**src/rtl/had_satd_sched.sv**
```systemverilog
// had_satd_sched: sequencer for a shared 4x4 Hadamard SATD unit.
// Walks the 4x4 sub-blocks of a 4/8/16-pixel prediction block in raster
// order, one per cycle, and strobes the Hadamard enable/export lines in
// step with the fetch pipeline. It also sums the per-sub-block results into
// one block SATD.
// Every output comes straight from a flop.

module had_satd_sched #(
    parameter int ACC_W = 20
) (
    input  logic             clk,
    input  logic             rst_n,
    input  logic             start,
    input  logic [1:0]       blk_w_sel,
    input  logic [1:0]       blk_h_sel,
    input  logic [15:0]      had_4x4,
    output logic             fetch_req,
    output logic [1:0]       sub_x,
    output logic [1:0]       sub_y,
    output logic             had_en,
    output logic             had_export,
    output logic             busy,
    output logic             done,
    output logic [ACC_W-1:0] satd
);

    localparam logic [1:0] S_IDLE  = 2'd0;
    localparam logic [1:0] S_RUN   = 2'd1;
    localparam logic [1:0] S_DRAIN = 2'd2;
    localparam logic [1:0] S_DONE  = 2'd3;

    // Block-size code to number of 4-pixel sub-blocks along one side.
    // Codes 2 and 3 both mean 16 pixels.
    function automatic logic [2:0] sel_to_cnt(input logic [1:0] sel);
        logic [2:0] cnt;
        case (sel)
            2'd0:    cnt = 3'd1;
            2'd1:    cnt = 3'd2;
            default: cnt = 3'd4;
        endcase
        return cnt;
    endfunction

    logic [1:0]       state_q,   state_d;
    logic [2:0]       nx_q,      nx_d;
    logic [2:0]       ny_q,      ny_d;
    logic [4:0]       n_q,       n_d;
    logic [1:0]       sx_q,      sx_d;
    logic [1:0]       sy_q,      sy_d;
    logic             fetch_q,   fetch_d;
    logic [3:0]       v_q,       v_d;
    logic [4:0]       retire_q,  retire_d;
    logic [ACC_W-1:0] acc_q,     acc_d;
    logic [ACC_W-1:0] satd_q,    satd_d;
    logic             done_q,    done_d;
    logic             busy_q,    busy_d;

    logic [ACC_W-1:0] acc_sum_s;
    logic             row_end_s;
    logic             col_end_s;
    logic             last_issue_s;

    // Issue-position decode and the accumulator value including this cycle's retire.
    always_comb begin
        acc_sum_s    = acc_q + {{(ACC_W-16){1'b0}}, had_4x4};
        row_end_s    = ({1'b0, sx_q} == (nx_q - 3'd1));
        col_end_s    = ({1'b0, sy_q} == (ny_q - 3'd1));
        last_issue_s = row_end_s && col_end_s;
    end

    // Next-state logic: FSM, issue counters, valid pipeline and accumulator.
    always_comb begin
        state_d  = state_q;
        nx_d     = nx_q;
        ny_d     = ny_q;
        n_d      = n_q;
        sx_d     = sx_q;
        sy_d     = sy_q;
        fetch_d  = fetch_q;
        satd_d   = satd_q;
        done_d   = 1'b0;
        // The valid pipeline follows fetch_req with a one-cycle delay per stage.
        v_d      = {v_q[2:0], fetch_q};

        // Retire: v[3] marks the cycle in which had_4x4 belongs to an issued sub-block.
        if (v_q[3]) begin
            acc_d    = acc_sum_s;
            retire_d = retire_q + 5'd1;
        end else begin
            acc_d    = acc_q;
            retire_d = retire_q;
        end

        case (state_q)
            S_IDLE: begin
                if (start) begin
                    state_d  = S_RUN;
                    nx_d     = sel_to_cnt(blk_w_sel);
                    ny_d     = sel_to_cnt(blk_h_sel);
                    n_d      = {2'b00, sel_to_cnt(blk_w_sel)} * {2'b00, sel_to_cnt(blk_h_sel)};
                    sx_d     = 2'd0;
                    sy_d     = 2'd0;
                    fetch_d  = 1'b1;
                    acc_d    = {ACC_W{1'b0}};
                    retire_d = 5'd0;
                    v_d      = 4'd0;
                end else begin
                    state_d  = S_IDLE;
                end
            end
            S_RUN: begin
                // The sub-block at (sx_q, sy_q) is being issued now; choose the next one.
                if (last_issue_s) begin
                    state_d = S_DRAIN;
                    fetch_d = 1'b0;
                    sx_d    = 2'd0;
                    sy_d    = 2'd0;
                end else if (row_end_s) begin
                    sx_d    = 2'd0;
                    sy_d    = sy_q + 2'd1;
                end else begin
                    sx_d    = sx_q + 2'd1;
                end
            end
            S_DRAIN: begin
                // Leave on the cycle of the last retire, so satd captures the final sum.
                if (v_q[3] && ((retire_q + 5'd1) == n_q)) begin
                    state_d = S_DONE;
                    done_d  = 1'b1;
                    satd_d  = acc_sum_s;
                end else begin
                    state_d = S_DRAIN;
                end
            end
            S_DONE: begin
                state_d = S_IDLE;
            end
            default: begin
                state_d = S_IDLE;
                fetch_d = 1'b0;
            end
        endcase

        busy_d = (state_d != S_IDLE);
    end

    // State registers with synchronous active-low reset.
    always_ff @(posedge clk) begin
        if (!rst_n) begin
            state_q  <= S_IDLE;
            nx_q     <= 3'd0;
            ny_q     <= 3'd0;
            n_q      <= 5'd0;
            sx_q     <= 2'd0;
            sy_q     <= 2'd0;
            fetch_q  <= 1'b0;
            v_q      <= 4'd0;
            retire_q <= 5'd0;
            acc_q    <= {ACC_W{1'b0}};
            satd_q   <= {ACC_W{1'b0}};
            done_q   <= 1'b0;
            busy_q   <= 1'b0;
        end else begin
            state_q  <= state_d;
            nx_q     <= nx_d;
            ny_q     <= ny_d;
            n_q      <= n_d;
            sx_q     <= sx_d;
            sy_q     <= sy_d;
            fetch_q  <= fetch_d;
            v_q      <= v_d;
            retire_q <= retire_d;
            acc_q    <= acc_d;
            satd_q   <= satd_d;
            done_q   <= done_d;
            busy_q   <= busy_d;
        end
    end

    assign fetch_req  = fetch_q;
    assign sub_x      = sx_q;
    assign sub_y      = sy_q;
    assign had_en     = v_q[0];
    assign had_export = v_q[2];
    assign busy       = busy_q;
    assign done       = done_q;
    assign satd       = satd_q;

endmodule

```
**config.mk**
```make
export PLATFORM = sky130hd
export DESIGN_NAME = had_satd_sched
export DESIGN_NICKNAME = d
export VERILOG_FILES = /design/src/rtl/had_satd_sched.sv
export SDC_FILE = /design/constraint.sdc
export NUM_CORES = 1
export LEC_CHECK = 0
export ABC_AREA = 1
export CAP_MARGIN = 40
export CORE_MARGIN = 10
export CORE_UTILIZATION = 50
export DETAILED_ROUTE_END_ITERATION = 8
export DONT_BUFFER_PORTS = 1
export PLACE_DENSITY_LB_ADDON = 0.3
export SKIP_LAST_GASP = 1
export SYNTH_ARGS = -nofsm -noshare
export SYNTH_HDL_FRONTEND = slang
export SYNTH_SLANG_ARGS = --single-unit
```
**constraint.sdc**
```tcl
create_clock -name clk -period 5.7 [get_ports clk]
set_input_delay 0.855 -clock clk [delete_from_list [all_inputs] [get_ports clk]]
set_output_delay 0.855 -clock clk [all_outputs]
set_load 0.005 [all_outputs]
```
# == After elaboration in Yosys (flattened, before gate mapping) ==
# Cells that the tools add are included.
# classes
shifts,0
magnitude_cmp,0
multipliers,1
div,0
n_reduce_logical,13
muxes,29
n_eq_ne,11
bitwise,0
n_addsub,6
# ops
op,count
$mux 20,3
$add 20x16->20,1
$mux 5,3
$mux 2,6
$mux 3,4
$pmux 3 s2,2
$mux 4,2
$pmux 2 s2,2
$pmux 2 s4,1
$reduce_and 2->1,4
$eq 2x1->1 const B,3
$eq 2x3->1,2
$logic_not 2->1,3
$reduce_and 3->1,2
$sub 3x1->3 const B,2
$add 5x1->5 const B,1
$eq 5x5->1,1
$mul 3x3->5,1
$mux 1,5
$add 2x1->2 const B,2
$eq 2x2->1 const B,2
$ne 2x2->1 const B,2
$reduce_bool 2->1,2
$ne 3x3->1 const B,1
2 further kinds,3
# totals
register_bits,69
romBits,0
memories,0
mem_bits_rw,0
latch_bits,0

# == Logic depth before layout (Yosys ltp) ==
# depth
depth_word,6
mapped_depth,13

# == Least setup slack after synthesis ==
# Ideal clock, no wire load.
# synth_path
kind,input-to-reg
start,input port blk_h_sel[1]
end,register n_q[4]
n_path_buf,0
arrival_time_ns,2.483
stages,10
required_time_ns,5.573
path_slack_ns,3.091
cell_sequence,inv_1 nand2_1 nor2_1 fa_1 ha_1 inv_1 fa_1 xnor2_1 xor2_1 a21oi_1
# synth_via
elab_chain_len,5
# synth_rtl
item,line,source
from (decl),15,"input logic [1:0] blk_h_sel,"
$eq 2x1->1 or $logic_not 2->1 (tied branches),36,case (sel)
$pmux 3 s2 *,36,
$mux 3 *,96,if (start) begin
$mux 3 *,94,case (state_q)
$mul 3x3->5 *,100,"n_d = {2'b00, sel_to_cnt(blk_w_sel)} * {2'b00, sel_to_cnt(blk_h_sel)};"
to (signal assigned),167,n_q <= n_d;
to (decl),47,"logic [4:0] n_q, n_d;"
# Mark *: on every way between the ends. The rest lies on a longest branch, timed or not. The select of a mux whose other input is x is not followed.
# A chain may end at the register's enable or synchronous reset.

# == Worst setup path after layout ==
# Ends and elaborated chain as after synthesis.

==> summary.md <==
| Metric | Value |
|---|---|
| Hold_buf cts | `0` |
| Drt wl/cell | `13.6 microns` |
| TritonRoute pass-1 iters | `5` |
| Bufs on Longest Clock Path | `2` |
| Syn nets | `651` |
| Vias per cell | `5.11` |
| Worst min path class | `register to register` |
| Ports | `52` |
| Number of global-route vias before repair | `roughly 3300` |
| Xor-xnor portion of the synthesized cell area | `0.0416` |
| DR vias | `approximately 3600` |
| Layout cells sized above 1 | `0.0544` |
| ANT cells | `0` |
| Wirelength, routed | `between 9 and 10 mm` |
| Maximum vdd drop | `between 0.1 and 0.15 mV` |
| Synth Area in Adders | `0.0838` |
| Antenna violations before repair | `0` |
| Slew Viols, Final | `0` |
| Post-synth ARST share | `0` |
| Min Hold Slack | `between 0.4 and 0.5 ns` |
| WS Path Type | `primary input to register` |
| Die Y | `between 100 and 150 microns` |
| Num rows | `32` |
| Syn avg cell area | `about 6.6 sq um` |
| PostCTS Resize Cnt | `0` |
| RSZ-0062 raised after global routing | `no` |
| Leak Pwr | `about 2.1 nW` |
| Setup Skew | `around 0.017 ns` |
| Synth Area in Compound Gates | `0.102` |
| TritonCTS buffer count | `9` |
| Sequential fraction of the synthesis area | `0.345` |
| Clock power frac | `0.419` |
| Max Cap Viol | `0` |
| CP Capture Type | `register` |
| Post-Syn Area | `roughly 0.004 sq mm` |
| Yosys cell types | `30` |
| Post-synth EDFFs | `0` |
| Crit Path Max Fanout | `4` |
| Initial core utilization | `0.515` |
| ANT nets after route | `0` |
| Outcome | `finished clean` |
| Dpl cells | `a little under 700` |
| CP required | `between 5 and 6 ns` |
| Ranking of synthesized cells by area | `dfxtp_1, nand2_1, nor2_1` |
| Final min period | `around 2.3 ns` |
| Simple-Gate Fraction of Synth Area | `0.324` |
| H-tree Lvls | `3` |
| Synthesized flop and latch total | `between 60 and 70` |
| Core box area | `0.00777 sq mm` |
| Commonest non-fill, non-tap cells in the layout | `nand2_1, nor2_1, inv_1, dfxtp_1, nand3_1` |
| Setup WS pre-CTS | `~3 ns` |
| Worst Tran Pin Value | `just under 0.7 ns` |
| Final setup vio count | `0` |
| TNS Setup | `0 ns` |
| Fmax | `roughly 430 MHz` |
| GP Congestion | `0.908` |
| Overflow after GRT | `0` |
| Pwr per Cell Area | `232 mW/mm^2` |
| Die area | `~0.012 sq mm` |
| Yosys top cell by area | `dfxtp_1` |
| Ys flop type | `dfxtp_1` |
| Leading cell type in the layout, fill and taps excluded | `nand2_1` |
| CTS tree | `done` |
| Largest net degree at the start of global routing | `37` |
| Post-Layout Cell Count | `~700` |
| Number of port buffers | `0` |
| Min setup slack post-route | `between 3 and 4 ns` |
| Nets | `650` |
| Main combinational cell family by area after synthesis | `simple AND/OR/NAND/NOR gates` |
| Critical Path Start Type | `primary input` |
| Worst Path Arrival | `between 2 and 3 ns` |
| Mux contribution to synthesized area | `0` |
| Sw frac | `0.273` |
| Clk pin slew, worst setup/hold paths | `0.08 ns` |
| Slew margin rel. | `0.540` |
| Int Power | `721 uW` |
| Post-route clock period utilization | `0.410` |
| Synth-to-Final Area Change | `6.72%` |
| Share of the synthesized area in the top cell type | `0.345` |
| DRT iter0 DRCs | `~230` |
| Combinational power share | `0.078` |
| GRT Total Usage | `0.165` |
| Post CTS Setup Buffer Count | `0` |
| YS warnings | `0` |
| Clock sink count | `between 60 and 70` |
| HPWL after DPL | `around 7.5 mm` |
| Tot Pwr | `slightly below 1 mW` |
| Later-pin clock latency in the skew report | `roughly 0.36 ns` |
| Synthesized instance count | `between 600 and 700` |
| Final hold violations | `0` |
| Seq pwr share | `0.503` |
| Drt drc | `0` |
| Sw power | `~270 uW` |
| Die X | `~110 microns` |
| First-pass GRT wire length | `~16 mm` |
| Root buffer cell | `clkbuf_8` |
stage by stage:
stage,area [sq um],utilization
floorplan,4000,-
global placement,4060,0.523
detailed placement,4080,0.525
CTS,4270,0.550
global route,4270,0.550
finish,4270,0.550
flip-flops by register name (all words and copies together) (netlist names), 3 cells and up:
| signal | count |
|---|---|
| ny_q | 3 |
| nx_q | 3 |
| v_q | 4 |
| acc_q | 20 |
| satd | 20 |
| n_q | 5 |
| retire_q | 5 |
per-layer routing:
metal  vias to the layer above  GRT usage  routed length (microns)
li1                       1894          -                        -
met1                      1614      0.223                     4520
met2                        99      0.244                     4090
met3                        15     0.0521                      886
met4                         0     0.0567                      165
met5                         -          0                        0
cell usage after synthesis, types with 6 or more instances:
cell	number
nand2_1	144
nor2_1	102
inv_1	88
dfxtp_1	69
nand3_1	39
o21ai_0	26
a21oi_1	25
ha_1	22
o21ai_1	13
nor2_2	10
xor2_1	10
xnor2_1	9
clkbuf_1	6
worst max-delay path, cell delays in order:
cell	delay (ns)
inv_1	0.05
nand2_1	0.12
nor2_1	0.08
fa_1	0.50
ha_1	0.14
inv_1	0.05
fa_1	0.37
xnor2_1	0.18
xor2_1	0.16
a21oi_1	0.07
final timing paths:
kind                                            start              endpoint  cells past startpoint  slack (ns)
worst max-delay path                     blk_h_sel[1]   n_q[4]$_SDFFE_PN0P_                     10        3.36
worst min-delay path                v_q[1]$_SDFF_PN0_     v_q[2]$_SDFF_PN0_                      2        0.41
worst max register to register  state_q[1]$_SDFF_PN0_  acc_q[17]$_SDFF_PN0_                      9        3.54
worst min register to register      v_q[1]$_SDFF_PN0_     v_q[2]$_SDFF_PN0_                      2        0.41
layout make-up:
| cell class | instances | area (sq um) |
|---|---|---|
| clock buffers | 9 | 124 |
| flip-flops and latches | 69 | 1380 |
| well taps | 102 | 128 |
| clock inverters | 7 | 73.8 |
| fillers | 797 | 3490 |
| multi-input cells | 431 | 2210 |
| repair buffers | 2 | 22.5 |
| inverters | 89 | 337 |
power groups by stage:
stage	combinational, mW	sequential (mW)	clock (mW)
CTS	0.0774	0.500	0.421
floorplan	0.0625	0.508	0
detailed placement	0.0769	0.511	0
global placement	0.0738	0.511	0
finish	0.0773	0.499	0.415
global route	0.0890	0.501	0.441
cells by family after synthesis:
logic type	count (synthesis)
simple gates	311
buf+inv	103
compound gates	76
flops	69
fa+ha+maj	25
xor+xnor	19
(Power assumes the default switching activity.)
